===== config.mk =====
export PLATFORM = sky130hd
export DESIGN_NAME = oarb
export DESIGN_NICKNAME = d
export VERILOG_FILES = /design/src/rtl/oarb.sv
export SDC_FILE = /design/constraint.sdc
export NUM_CORES = 1
export LEC_CHECK = 0
export ABC_CLOCK_PERIOD_IN_PS = 2100
export BUFFER_PORTS_ARGS = -buffer_cell sky130_fd_sc_hd__buf_4
export CAP_MARGIN = 20
export CORE_ASPECT_RATIO = 1.5
export CORE_MARGIN = 2
export CORE_UTILIZATION = 48
export DETAILED_ROUTE_END_ITERATION = 8
export PLACE_DENSITY_LB_ADDON = 0.3
export SYNTH_ARGS = -nofsm -noshare
export SYNTH_HDL_FRONTEND = slang
export SYNTH_SLANG_ARGS = --single-unit

===== constraint.sdc =====
create_clock -name clk -period 2.1 [get_ports clk]
set_input_delay 0.105 -clock clk [delete_from_list [all_inputs] [get_ports clk]]
set_output_delay 0.105 -clock clk [all_outputs]
set_load 0.03 [all_outputs]

===== src/rtl/oarb.sv =====
// oarb: output-port arbiter for a packet switch.
// Grants one input at a time in round-robin order, holds the grant until the
// packet's TAIL word (or an abort, or a hold timeout), then idles one cycle.
module oarb #(
  parameter int         NIN  = 4,
  parameter int         TMO  = 256,
  parameter logic [1:0] TAIL = 2'b10
) (
  input  logic                   clk,
  input  logic                   rst,
  input  logic [NIN-1:0]         req,
  input  logic [2*NIN-1:0]       ptype,
  output logic [NIN-1:0]         ack,
  output logic [$clog2(NIN)-1:0] sel,
  output logic                   busy,
  output logic                   tmo_err
);

  localparam int SW  = $clog2(NIN);
  localparam int SW1 = SW + 1;
  localparam int CW  = $clog2(TMO + 1);

  typedef enum logic {IDLE = 1'b0, BUSY = 1'b1} state_t;

  state_t         state_reg, state_next;
  logic [NIN-1:0] ack_reg, ack_next;
  logic [SW-1:0]  sel_reg, sel_next;
  logic [SW-1:0]  rr_reg, rr_next;
  logic [CW-1:0]  hold_reg, hold_next;
  logic           tmo_reg, tmo_next;
  logic [SW-1:0]  win;
  logic           found;
  logic [SW:0]    cand;
  logic [1:0]     ptype_arr [NIN];

  // Split the packed per-port type codes into one 2-bit field per input.
  generate
    for (genvar gi = 0; gi < NIN; gi++) begin : g_ptype
      assign ptype_arr[gi] = ptype[2*gi+1:2*gi];
    end
  endgenerate

  // Round-robin search: first requesting input at or above rr_reg, wrapping.
  // Scanned from the far end so the nearest requester is the last one written.
  always_comb begin
    found = 1'b0;
    win   = '0;
    cand  = '0;
    for (int off = NIN - 1; off >= 0; off--) begin
      cand = {1'b0, rr_reg} + SW1'(off);
      if (cand >= SW1'(NIN)) cand = cand - SW1'(NIN);
      if (req[cand[SW-1:0]]) begin
        found = 1'b1;
        win   = cand[SW-1:0];
      end
    end
  end

  // Next-state logic: grant from IDLE, release on TAIL/abort/timeout from BUSY.
  always_comb begin
    state_next = state_reg;
    ack_next   = ack_reg;
    sel_next   = sel_reg;
    rr_next    = rr_reg;
    hold_next  = hold_reg;
    tmo_next   = tmo_reg;
    case (state_reg)
      IDLE: begin
        if (found) begin
          state_next    = BUSY;
          ack_next      = '0;
          ack_next[win] = 1'b1;
          sel_next      = win;
          hold_next     = '0;
        end
      end
      BUSY: begin
        // Counter never exceeds TMO because the grant is released at TMO-1.
        hold_next = hold_reg + 1'b1;
        if (!req[sel_reg] || (ptype_arr[sel_reg] == TAIL) ||
            (hold_reg == CW'(TMO - 1))) begin
          state_next = IDLE;
          ack_next   = '0;
          rr_next    = (sel_reg == SW'(NIN - 1)) ? '0 : sel_reg + 1'b1;
          // Only a genuine timeout flags an error; TAIL and abort win ties.
          if (req[sel_reg] && (ptype_arr[sel_reg] != TAIL)) tmo_next = 1'b1;
        end
      end
      default: begin
        state_next = IDLE;
        ack_next   = '0;
      end
    endcase
  end

  // State registers; reset clears the grant asynchronously.
  always_ff @(posedge clk or negedge rst) begin
    if (!rst) begin
      state_reg <= IDLE;
      ack_reg   <= '0;
      sel_reg   <= '0;
      rr_reg    <= '0;
      hold_reg  <= '0;
      tmo_reg   <= 1'b0;
    end else begin
      state_reg <= state_next;
      ack_reg   <= ack_next;
      sel_reg   <= sel_next;
      rr_reg    <= rr_next;
      hold_reg  <= hold_next;
      tmo_reg   <= tmo_next;
    end
  end

  assign ack     = ack_reg;
  assign sel     = sel_reg;
  assign busy    = (state_reg == BUSY);
  assign tmo_err = tmo_reg;

endmodule


Yosys cells after proc, flatten, opt, wreduce, memory -nomap -nowiden
Cells that the tools add are included.

Bits in latches: 0. Output and inout port bits: 8. Memory bits (read-only): 0. Bits in writable memories: 0. Register bits: 19. Bits of input ports: 14. Logic and storage cells: 80. Memories kept: 0.

$add $sub $neg: 9. Reduce and logical (&&, ||, !) cells: 9. $lt $le $gt $ge: 12. Shifts and indexed selects: 0. Mux-type cells: 36. Divide/modulo/power cells: 0. Multipliers: 0. Equality and inequality tests: 6. Bitwise operators: 2.

Operators by type and width (number): 2-bit two-way mux (11); 2-bit by 3-bit less-than comparator with 1-bit output (second input constant) (6); 9-bit case mux with 2 select lines (1); 3-bit greater-or-equal comparator (second input constant) (4); 1-bit two-way mux (12); 1-bit binary-select mux with 2-bit select (5); 9-bit by 1-bit adder with 9-bit output (second input constant) (1); 9-bit by 8-bit == test with 1-bit output (second input constant) (1); 9-bit two-way mux (1); 4-bit two-way mux (2); 4-bit case mux with 2 select lines (1); 2-bit by 1-bit subtractor with 2-bit output (second input constant) (4); 2-bit by 2-bit adder with 3-bit output (second input constant) (2); 2-bit AND reduction (3); 2-bit binary-select mux with 2-bit select (1); 2-bit == test (second input constant) (2); 2-bit != test (second input constant) (2); 2-bit by 1-bit adder with 3-bit output (second input constant) (1); 2-bit by 3-bit greater-or-equal comparator with 1-bit output (second input constant) (1); 2-bit NOT with 3-bit output (1); 3-bit AND reduction (1); 2-bit by 1-bit adder with 2-bit output (second input constant) (1); 1-bit demux with 2-bit select (1); 2-bit by 1-bit greater-or-equal comparator with 1-bit output (second input constant) (1); 6 further kinds (8).

Depth between registers and ports, before layout
Gate-level depths: netlist of run 1.

Depth in word-level cells: 15. Gate-level depth with buffers: 8.

Worst setup path after synthesis of run 1
Ideal clock, no wire load.

Path type: reg2reg. Start point: register hold_reg[0]. End point: register rr_reg[1]. Setup slack: 0.115 ns. Stages on the path, launching flop included: 8. Data required time: 1.975 ns. Data arrival time: 1.860 ns. Buffers on the path: 0. Cell sequence: dfrtp_1 ha_1 and3_1 and3_1 ha_1 nor2_1 a221oi_4 mux2_4.

Word-level cells in the longest chain between the ends: 3.

Ends and longest elaborated chain: start: declaration (line 29) `logic [CW-1:0] hold_reg, hold_next;`; start signal: assignment (line 110) `hold_reg <= hold_next;`; 9-bit by 8-bit == test with 1-bit output (line 81) `(hold_reg == CW'(TMO - 1))) begin`; 1-bit logical OR (line 80) `if (!req[sel_reg] || (ptype_arr[sel_reg] == TAIL) ||`; 2-bit AND reduction (no source line); end signal: assignment (line 109) `rr_reg <= rr_next;`; end: declaration (line 28) `logic [SW-1:0] rr_reg, rr_next;`.

Every way passes these cells. A chain may end at the register's enable or synchronous reset.

Worst setup path in the final report of run 1
Start point: register hold_reg[1]. End point: register rr_reg[1].

Same word-level chain as after synthesis.

==> results.yml, run 1 <==
status:
  status: "finished clean"
worst_setup_path:
  crit_buf_inv: 0
  cp.arrival_ns: 2.20
  cp_top_family: "flip-flops"
  crit_required_ns: 2.30
  critical_path.max_fanout: 4
  path_class: "reg2reg"
  end_kind: "flip-flop"
  cpPeakStageDelay_ns: 0.41
  startpoint: "hold_reg[1]$_DFFE_PN0P_"
  cpMostUsedCell: "ha_2"
  r2r_start: "hold_reg[1]$_DFFE_PN0P_"
  start_kind: "flip-flop"
  path_cells: "ha_2, and3_4, and3_1, ha_2, nor2b_2, a221oi_4, mux2_4"
  slowest_stage: "dfrtp_1"
global_routing:
  grt_pass1_vias: 1015
  grt_antenna_before_repair: 0
  overflow: 0
  grt_start_max_net_pins: 20
  grt_use_total_pct: 20.9
  grt_pass1_wl_mm: 4.45
route:
  drtIter0Drc: 28
  vias_per_cell: 5.98
  drc: 0
  num_vias: 992
  first_pass_iters: 4
  wirelength_mm: 2.61
  wl_per_cell_um: 15.7
  ant_nets: 0
pwr:
  p_total_uw: 1680
  p_leak_uw: 0.000632
  peakVddDrop_mv: 0.624
  p_per_area_nw_per_um2: 1210
logic_synthesis:
  synth.most_common_cell: "dfrtp_1"
  synth.cell_area_um2: 1110
  synth_edf_count: 0
  yosys_most_used_dff: "dfrtp_1"
  synth_top_area_share_pct: 42.6
  yosys_warnings: 0
  yosys-top-cells-area: "dfrtp_1 (43%), nand2_1 (5.4%), and3_1 (4.5%)"
  synth.top_cells.by_count: "dfrtp_1 (19), nand2_1 (16), and3_1 (8)"
  ys_seq_area_share_pct: 42.6
  postSynthCellCount: 114
  yosys.area.top_type: "dfrtp_1"
  ys_ff_latch: 19
  synth_nets: 131
  avgSynthCellArea_um2: 9.78
  yosys.cell_types.count: 41
  ys_async_sr_fraction_pct: 100
job:
  drv_cap: 0
timing:
  clock.fmax_ghz: 0.502
  finalCriticalPeriod_ns: 1.99
  finalHoldViolCount: 0
  fin_worst_skew_ns: 0.00500
  setup_viol: 0
  max_slew_margin_pct: 68.8
  tightest_slew_ns: 0.468
  final_max_slew_viol_count: 0
  period_share_pct: 94.9
  setup_slack_ns: 0.108
  timing.hold.ws_ns: 0.119
  setup_tns_ns: 0
clock_network:
  cts_tree: "built"
  cts_buffers: 3
  cts_max_level: 1
  clkSinkCount: 19
  clk_pin_slew_ns: 0.11
  clockBufferDepth: 2
  cts_root_buf: "clkbuf_4"
  worst_skew_pair.late_latency_ns: 0.30
die:
  std_cell_rows: 21
  die-area_um2: 2730
  die-height_um: 63.0
  chipWidth_um: 43.4
  pin_count: 22
  initial_core_util_pct: 50.5
  coreArea_um2: 2210
finish:
  layout.nets: 161
  nFillCells: 194
  seq_area_um2: 475
  largest_reg_flops: 9
  antenna_cells: 0
  finalInstanceArea_um2: 1390
  drive_above_1_share_pct: 28.0
  multi_input_area_um2: 627
  area_growth_pct: 24.2
placement:
  dp_slack_ns: 0.0455
  io_buffers: 21
  hpwl_mm: 1.92
  globalplace.congestion: 0.783
  place_area_um2: 1330
hold_path:
  hold_path.class: "in2reg"
  hp-start: "req[0]"
placed cells by master, fill, tap and decap left out, types with 2 or more instances in the layout:
master,instances
o221ai_1,3
and2_1,2
a311oi_1,2
a22oi_1,2
and3_1,7
nand2b_1,5
nand3_1,4
buf_4,27
clkbuf_4,3
o21ai_1,4
ha_2,2
xnor2_1,2
nor2b_1,3
nor2_1,4
dfrtp_1,19
o21ai_0,4
a21oi_1,2
inv_1,3
xor2_1,2
o211ai_1,2
nand2_1,16
layout make-up:
cell class	count	share of cell area, %
Timing Repair Buffer	28	15.4
Inverter	4	1.08
Multi-Input combinational cell	88	45.3
Clock buffer	4	1.90
Sequential cell	19	34.3
Tap cell	23	2.08
per-layer routing:
layer  wire length (µm)  GRT usage (%)
met5                  0              0
met4                 49           8.71
met3                 83           2.02
met2               1440           36.8
met1               1030           25.0
per-stage QoR:
stage,util (%),cells
2_1_floorplan,-,114
3_3_place_gp,60.1,160
3_5_place_dp,60.1,160
4_1_cts,61.7,165
5_1_grt,62.8,166
6_report,62.8,166
final timing paths:
kind	slack, ns	endpoint	depth (start not counted)
max	0.11	rr_reg[1]$_DFFE_PN0P_	7
min	0.12	rr_reg[0]$_DFFE_PN0P_	3
max reg2reg	0.11	rr_reg[1]$_DFFE_PN0P_	7
min reg2reg	0.50	tmo_err$_DFFE_PN0P_	1
max in group asynchronous	1.70	ack[1]$_DFFE_PN0P_	2
min in group asynchronous	0.20	hold_reg[2]$_DFFE_PN0P_	2
report_power, final:
group / switching [µW] / internal, µW
clock: 118 / 74.2
sequential: 137 / 475
combinational: 480 / 391
total: 735 / 941
logic make-up after synthesis:
logic type	share of synthesized area, %
mux	2.36
fa+ha+maj	3.37
xor+xnor	3.14
simple gates	22.3
compound gates	23.7
flops	42.6
buf+inv	2.47
tightest hold or removal path, cell delays in order:
cell and delay (ns):
buf_4 0.11, a311oi_1 0.08, o2bb2ai_1 0.10
what timing repair did:
action,4_1_cts,5_1_grt
hold buffers,1,0
setup buffers,0,2
endpoints found under the setup margin,0,3
gates resized for setup,0,4
hold endpoints to repair,19,0
Note: power is estimated with default switching activity, not from simulation.
==> run 2, diff against run 1 <==
==> constraint.sdc (replaced) <==
create_clock -name clk -period 2.1 [get_ports clk]
set_input_delay 0.525 -clock clk [delete_from_list [all_inputs] [get_ports clk]]
set_output_delay 0.525 -clock clk [all_outputs]
set_load 0.03 [all_outputs]
==> run 2 against run 1 <==
- critical endpoint unchanged
- via count rose by 3.5%
- sequential power hardly changed
- flip-flop and latch count unchanged
- power rose by 1.5%
- largest power group unchanged
- die area stayed put
- largest cell class unchanged
- final cell count rose by 1.2%
- critical path depth is 1 higher
- non-clock buffer count is 2 higher
- clock power fell by 5%
- fmax shrank 2.5%
- register-to-register slack lost 0.05 ns
==> results.yml, run 2 (same netlist as run 1, synthesis figures left out) <==
worst_setup_path:
  cp.arrival_ns: 2.22
  path_class: "reg2reg"
  start_kind: "flip-flop"
  end_kind: "flip-flop"
  critical_path.max_fanout: 4
  reg2reg_depth: 8
  crit_required_ns: 2.28
finish:
  mostFrequentLayoutCells: "buf_4 (30), dfrtp_1 (19), nand2_1 (16), and3_1 (8), nand2b_1 (5)"
  largest_reg_flops: 9
  final_cells: 168
  antenna_cells: 0
  finalInstanceArea_um2: 1390
  drive_above_1_share_pct: 29.0
  final_common_cell: "buf_4"
  final_core_util_pct: 62.9
  area_growth_pct: 24.6
  layout.nets: 163
timing:
  finalCriticalPeriod_ns: 2.04
  fin_worst_skew_ns: 0.0195
  tightest_slew_ns: 0.368
  final_max_slew_viol_count: 0
  finalHoldViolCount: 0
  max_slew_margin_pct: 75.3
  period_share_pct: 97.3
  setup_viol: 0
  setup_slack_ns: 0.0567
  clock.fmax_ghz: 0.489
route:
  ant_nets: 0
  wirelength_mm: 2.74
  vias_per_cell: 6.11
  drtIter0Drc: 34
  drc: 0
  wl_per_cell_um: 16.3
  first_pass_iters: 4
  num_vias: 1027
placement:
  globalplace.congestion: 0.804
  hpwl_mm: 2.04
  place_area_um2: 1340
  dp_slack_ns: 0.0445
  io_buffers: 21
  place_inst: 162
die:
  initial_core_util_pct: 50.5
  die-area_um2: 2730
  std_cell_rows: 21
  pin_count: 22
  die-height_um: 63.0
  chipWidth_um: 43.4
  coreArea_um2: 2210
global_routing:
  grt_antenna_before_repair: 0
  grt_pass1_vias: 1003
  overflow: 0
  grt_start_max_net_pins: 20
  grt_pass1_wl_mm: 4.47
  grt_use_total_pct: 21.3
clock_network:
  clkSinkCount: 19
  cts_tree: "built"
  hold_buffers: 0
  clockBufferDepth: 2
  worst_skew_pair.late_latency_ns: 0.30
  cts_root_buf: "clkbuf_4"
  cts_max_level: 1
  cts_buffers: 3
  clk_pin_slew_ns: 0.12
hold_path:
  hold_path.class: "in2async"
job:
  drv_cap: 0
status:
  status: "finished clean"
pwr:
  p_leak_uw: 0.000647
  peakVddDrop_mv: 0.586
  p_total_uw: 1700
  p_per_area_nw_per_um2: 1230
## run 2: changes by cell type in the layout (fill, tap and decap cells not counted), sizes merged
cell	before	now
dlygate4sd3	1	0
buf	27	30
clkinv	0	1
clkbuf	4	3
## run 2: final cells by class
| type | instances | area [µm²] |
|---|---|---|
| clock buffer | 3 | 22.5 |
| clock inverter | 1 | 5.00 |
| multi-input combinational | 88 | 617 |
| inverter | 4 | 15.0 |
| timing repair buffer | 30 | 225 |
| sequential | 19 | 475 |
| fill | 195 | 818 |
| tap | 23 | 28.8 |
## run 2: metrics by stage
step / TNS [ns] / hold WS [ns]
finish: 0 / 0.0734
detailed placement: 0 / 0.414
CTS: 0 / 0.0687
global route: -0.0108 / 0.0795
global placement: 0 / 0.410
floorplan: 0 / 0.229
## run 2: timing repair
item	4_1_cts	5_1_grt
setup endpoints to repair	0	3
buffers inserted	0	2
resized for setup	0	2
endpoints found under the hold margin	0	0
## run 2: path summary, 6_finish.rpt
check	from	to	slack (ns)
hold / removal	rst	hold_reg[1]$_DFFE_PN0P_	0.07
setup / recovery	hold_reg[1]$_DFFE_PN0P_	rr_reg[1]$_DFFE_PN0P_	0.06
min in group clk	hold_reg[7]$_DFFE_PN0P_	hold_reg[7]$_DFFE_PN0P_	0.50
setup reg to reg	hold_reg[1]$_DFFE_PN0P_	rr_reg[1]$_DFFE_PN0P_	0.06
hold reg to reg	hold_reg[7]$_DFFE_PN0P_	hold_reg[7]$_DFFE_PN0P_	0.50
max in group asynchronous	rst	hold_reg[0]$_DFFE_PN0P_	1.80
## run 2: layer usage
metal	GRT usage [%]	part of all wire, %	up-vias
met5	0	0	-
met4	8.33	1.1	0
met3	2.31	4.1	4
met2	38.4	56	34
met1	24.4	38	504
li1	-	-	485
## run 2: critical path, cell delays in order (launching register included)
cell and delay [ns]:
dfrtp_1 0.39, ha_2 0.19, and3_1 0.17, and3_1 0.16
ha_2 0.19, nor2_1 0.05, buf_4 0.16, a221oi_4 0.29
mux2_4 0.33
## run 2: power by group
group | total (µW) | internal (µW) | switching [µW]
Sequential | 609 | 476 | 133
Clock | 183 | 70.9 | 112
Combinational | 911 | 411 | 500
==> run 3, diff against run 2 <==
- ABC_AREA: unset -> 1
- CORE_UTILIZATION: 48 -> 49
- HOLD_SLACK_MARGIN: unset -> 0.1
==> run 3 against run 2 <==
- via count is 8.6% higher
- non-clock buffer count fell by 8
- flip-flop and latch count is the same
- utilization fell by 3.9 points
- clock-buffer cell count rose by 1
- final cell count rose by 27%
- clock power is essentially flat
- routed wire length shrank 8.0%
- register-to-register slack improved by 0.35 ns
- worst setup slack improved by 0.35 ns
- critical path type unchanged
- critical endpoint unchanged
==> results.yml, run 3 <==
clock_network:
  postCtsSetupBuffers: 0
  clockBufferDepth: 2
  cts_resized: 0
  cts_max_level: 1
  hold_buffers: 1
  clk_pin_slew_ns: 0.10
  cts_root_buf: "clkbuf_4"
  cts_tree: "built"
  clkSinkCount: 19
  worst_skew_pair.late_latency_ns: 0.30
  cts_buffers: 3
logic_synthesis:
  yosys.area.top_type: "dfrtp_1"
  yosys.cell_types.count: 24
  yosys-top-cells-area: "dfrtp_1 (40%), nand2_1 (16%), inv_1 (5.9%)"
  postSynthCellCount: 164
  avgSynthCellArea_um2: 7.32
  yosys_most_used_dff: "dfrtp_1"
  yosys_warnings: 0
  synth_edf_count: 0
  synth.cell_area_um2: 1200
  synth_top_area_share_pct: 39.6
  ys_seq_area_share_pct: 39.6
  synth.most_common_cell: "nand2_1"
  synth.top_cells.by_count: "nand2_1 (51), dfrtp_1 (19), inv_1 (19)"
  ys_ff_latch: 19
  synth_nets: 181
  ys_async_sr_fraction_pct: 100
worst_setup_path:
  regToRegEndpoint: "rr_reg[1]$_DFFE_PN0P_"
  end_kind: "flip-flop"
  path_cells: "ha_1, nand3_1, nor2_1, ha_1, nand3b_1, nand2_1, inv_1, nand2_1, o21ai_0"
  slowest_stage: "dfrtp_1"
  crit_required_ns: 2.29
  r2r_start: "hold_reg[0]$_DFFE_PN0P_"
  cp.arrival_ns: 1.88
  reg2reg_slack_ns: 0.41
  path_class: "reg2reg"
  cp_top_family: "simple AND/OR/NAND/NOR gates"
  reg2reg_depth: 9
  start_kind: "flip-flop"
  cpPeakStageDelay_ns: 0.42
  critical_path.max_fanout: 5
  crit_buf_inv: 1
route:
  drc: 0
  wirelength_mm: 2.52
  vias_per_cell: 5.23
  num_vias: 1115
  first_pass_iters: 4
  wl_per_cell_um: 11.8
  ant_nets: 0
  drtIter0Drc: 15
timing:
  period_share_pct: 80.4
  clock.fmax_ghz: 0.592
  rsz0062_at_grt: "no"
  finalCriticalPeriod_ns: 1.69
  finalHoldViolCount: 0
  final_max_slew_viol_count: 0
  tightest_slew_ns: 0.372
  setup_tns_ns: 0
  fin_worst_skew_ns: 0.00103
  max_slew_margin_pct: 75.2
  setup_slack_ns: 0.411
  setup_viol: 0
placement:
  place_area_um2: 1380
  dp_slack_ns: 0.422
  io_buffers: 21
  hpwl_mm: 2.05
  place_inst: 208
  globalplace.congestion: 0.835
finish:
  final_cells: 213
  layout.nets: 207
  nFillCells: 223
  finalInstanceArea_um2: 1410
  drive_above_1_share_pct: 23.8
  mostFrequentLayoutCells: "nand2_1 (51), buf_4 (21), inv_1 (19), dfrtp_1 (19), nand3_1 (14)"
  area_growth_pct: 17.7
  final_core_util_pct: 59.0
  seq_area_um2: 475
  largest_reg_flops: 9
  final_common_cell: "nand2_1"
  multi_input_area_um2: 623
  antenna_cells: 0
die:
  std_cell_rows: 22
  chipWidth_um: 44.4
  coreArea_um2: 2390
  initial_core_util_pct: 50.1
  die-height_um: 64.6
  pin_count: 22
  die-area_um2: 2870
status:
  status: "finished clean"
global_routing:
  grt_start_max_net_pins: 20
  grt_pass1_vias: 1098
  grt_antenna_before_repair: 0
  grt_pass1_wl_mm: 4.36
  overflow: 0
  grt_use_total_pct: 20.2
pwr:
  p_leak_uw: 0.000771
  p_per_area_nw_per_um2: 1390
  peakVddDrop_mv: 0.768
hold_path:
  whs_path_depth: 1
  hold_path.class: "reg2reg"
  holdPathEnd: "tmo_err$_DFFE_PN0P_"
  hp-start: "tmo_err$_DFFE_PN0P_"
job:
  drv_cap: 0
## run 3: cell count changes after synthesis, moves of 4 or more
cell	delta
nand2_1	+35
inv_1	+16
nand3_1	+10
and3_1	-8
nand2_2	+7
nor2_1	+6
nand2b_1	-5
o21ai_0	+5
inv_2	+4
## run 3: layout make-up
class	count	area share [%]
multi-input cells	120	44.1
flip-flops and latches	19	33.7
repair buffers	22	11.9
inverters	24	6.38
well taps	24	2.13
clock buffers	4	1.86
## run 3: per-layer routing
layer	track usage [%]	vias up	wire length [µm]
met4	9.09	0	51
met5	0	-	0
met2	39.7	16	1450
met1	20.1	525	971
li1	-	569	-
met3	1.67	5	49
## run 3: power breakdown
group | leakage, µW | internal (µW) | switching (µW) | total (µW)
logic | 0.000512 | 411 | 756 | 1170
clock network | 0.0000150 | 74.0 | 110 | 184
registers | 0.000245 | 471 | 144 | 616
total | 0.000771 | 957 | 1010 | 1970
## run 3: through the flow
stage,total power [µW],hold slack [ns]
after global placement,1750,0.407
final,1970,0.496
after detailed placement,1790,0.409
after floorplan,1530,0.229
after CTS,1980,0.499
after global routing,2170,0.522
## run 3: logic make-up after synthesis
kind of cell / share of synthesized area, %
and+or+nand+nor: 35.0
buffers and inverters: 8.45
AOI/OAI and AO/OA: 12.3
DFF: 39.6
adders and majority gates: 3.13
xor gates and xnor gates: 1.46
## run 3: worst max-delay path by stage
stage,startpoint,to,slack (ns),cells after the start
4_1_cts,hold_reg[0]$_DFFE_PN0P_,rr_reg[1]$_DFFE_PN0P_,0.40,9
3_5_place_dp,hold_reg[0]$_DFFE_PN0P_,rr_reg[1]$_DFFE_PN0P_,0.42,9
3_3_place_gp,hold_reg[0]$_DFFE_PN0P_,rr_reg[1]$_DFFE_PN0P_,0.44,9
5_1_grt,rr_reg[0]$_DFFE_PN0P_,ack[3]$_DFFE_PN0P_,0.22,10
6_report,hold_reg[0]$_DFFE_PN0P_,rr_reg[1]$_DFFE_PN0P_,0.41,9
2_1_floorplan,hold_reg[0]$_DFFE_PN0P_,rr_reg[1]$_DFFE_PN0P_,0.60,9
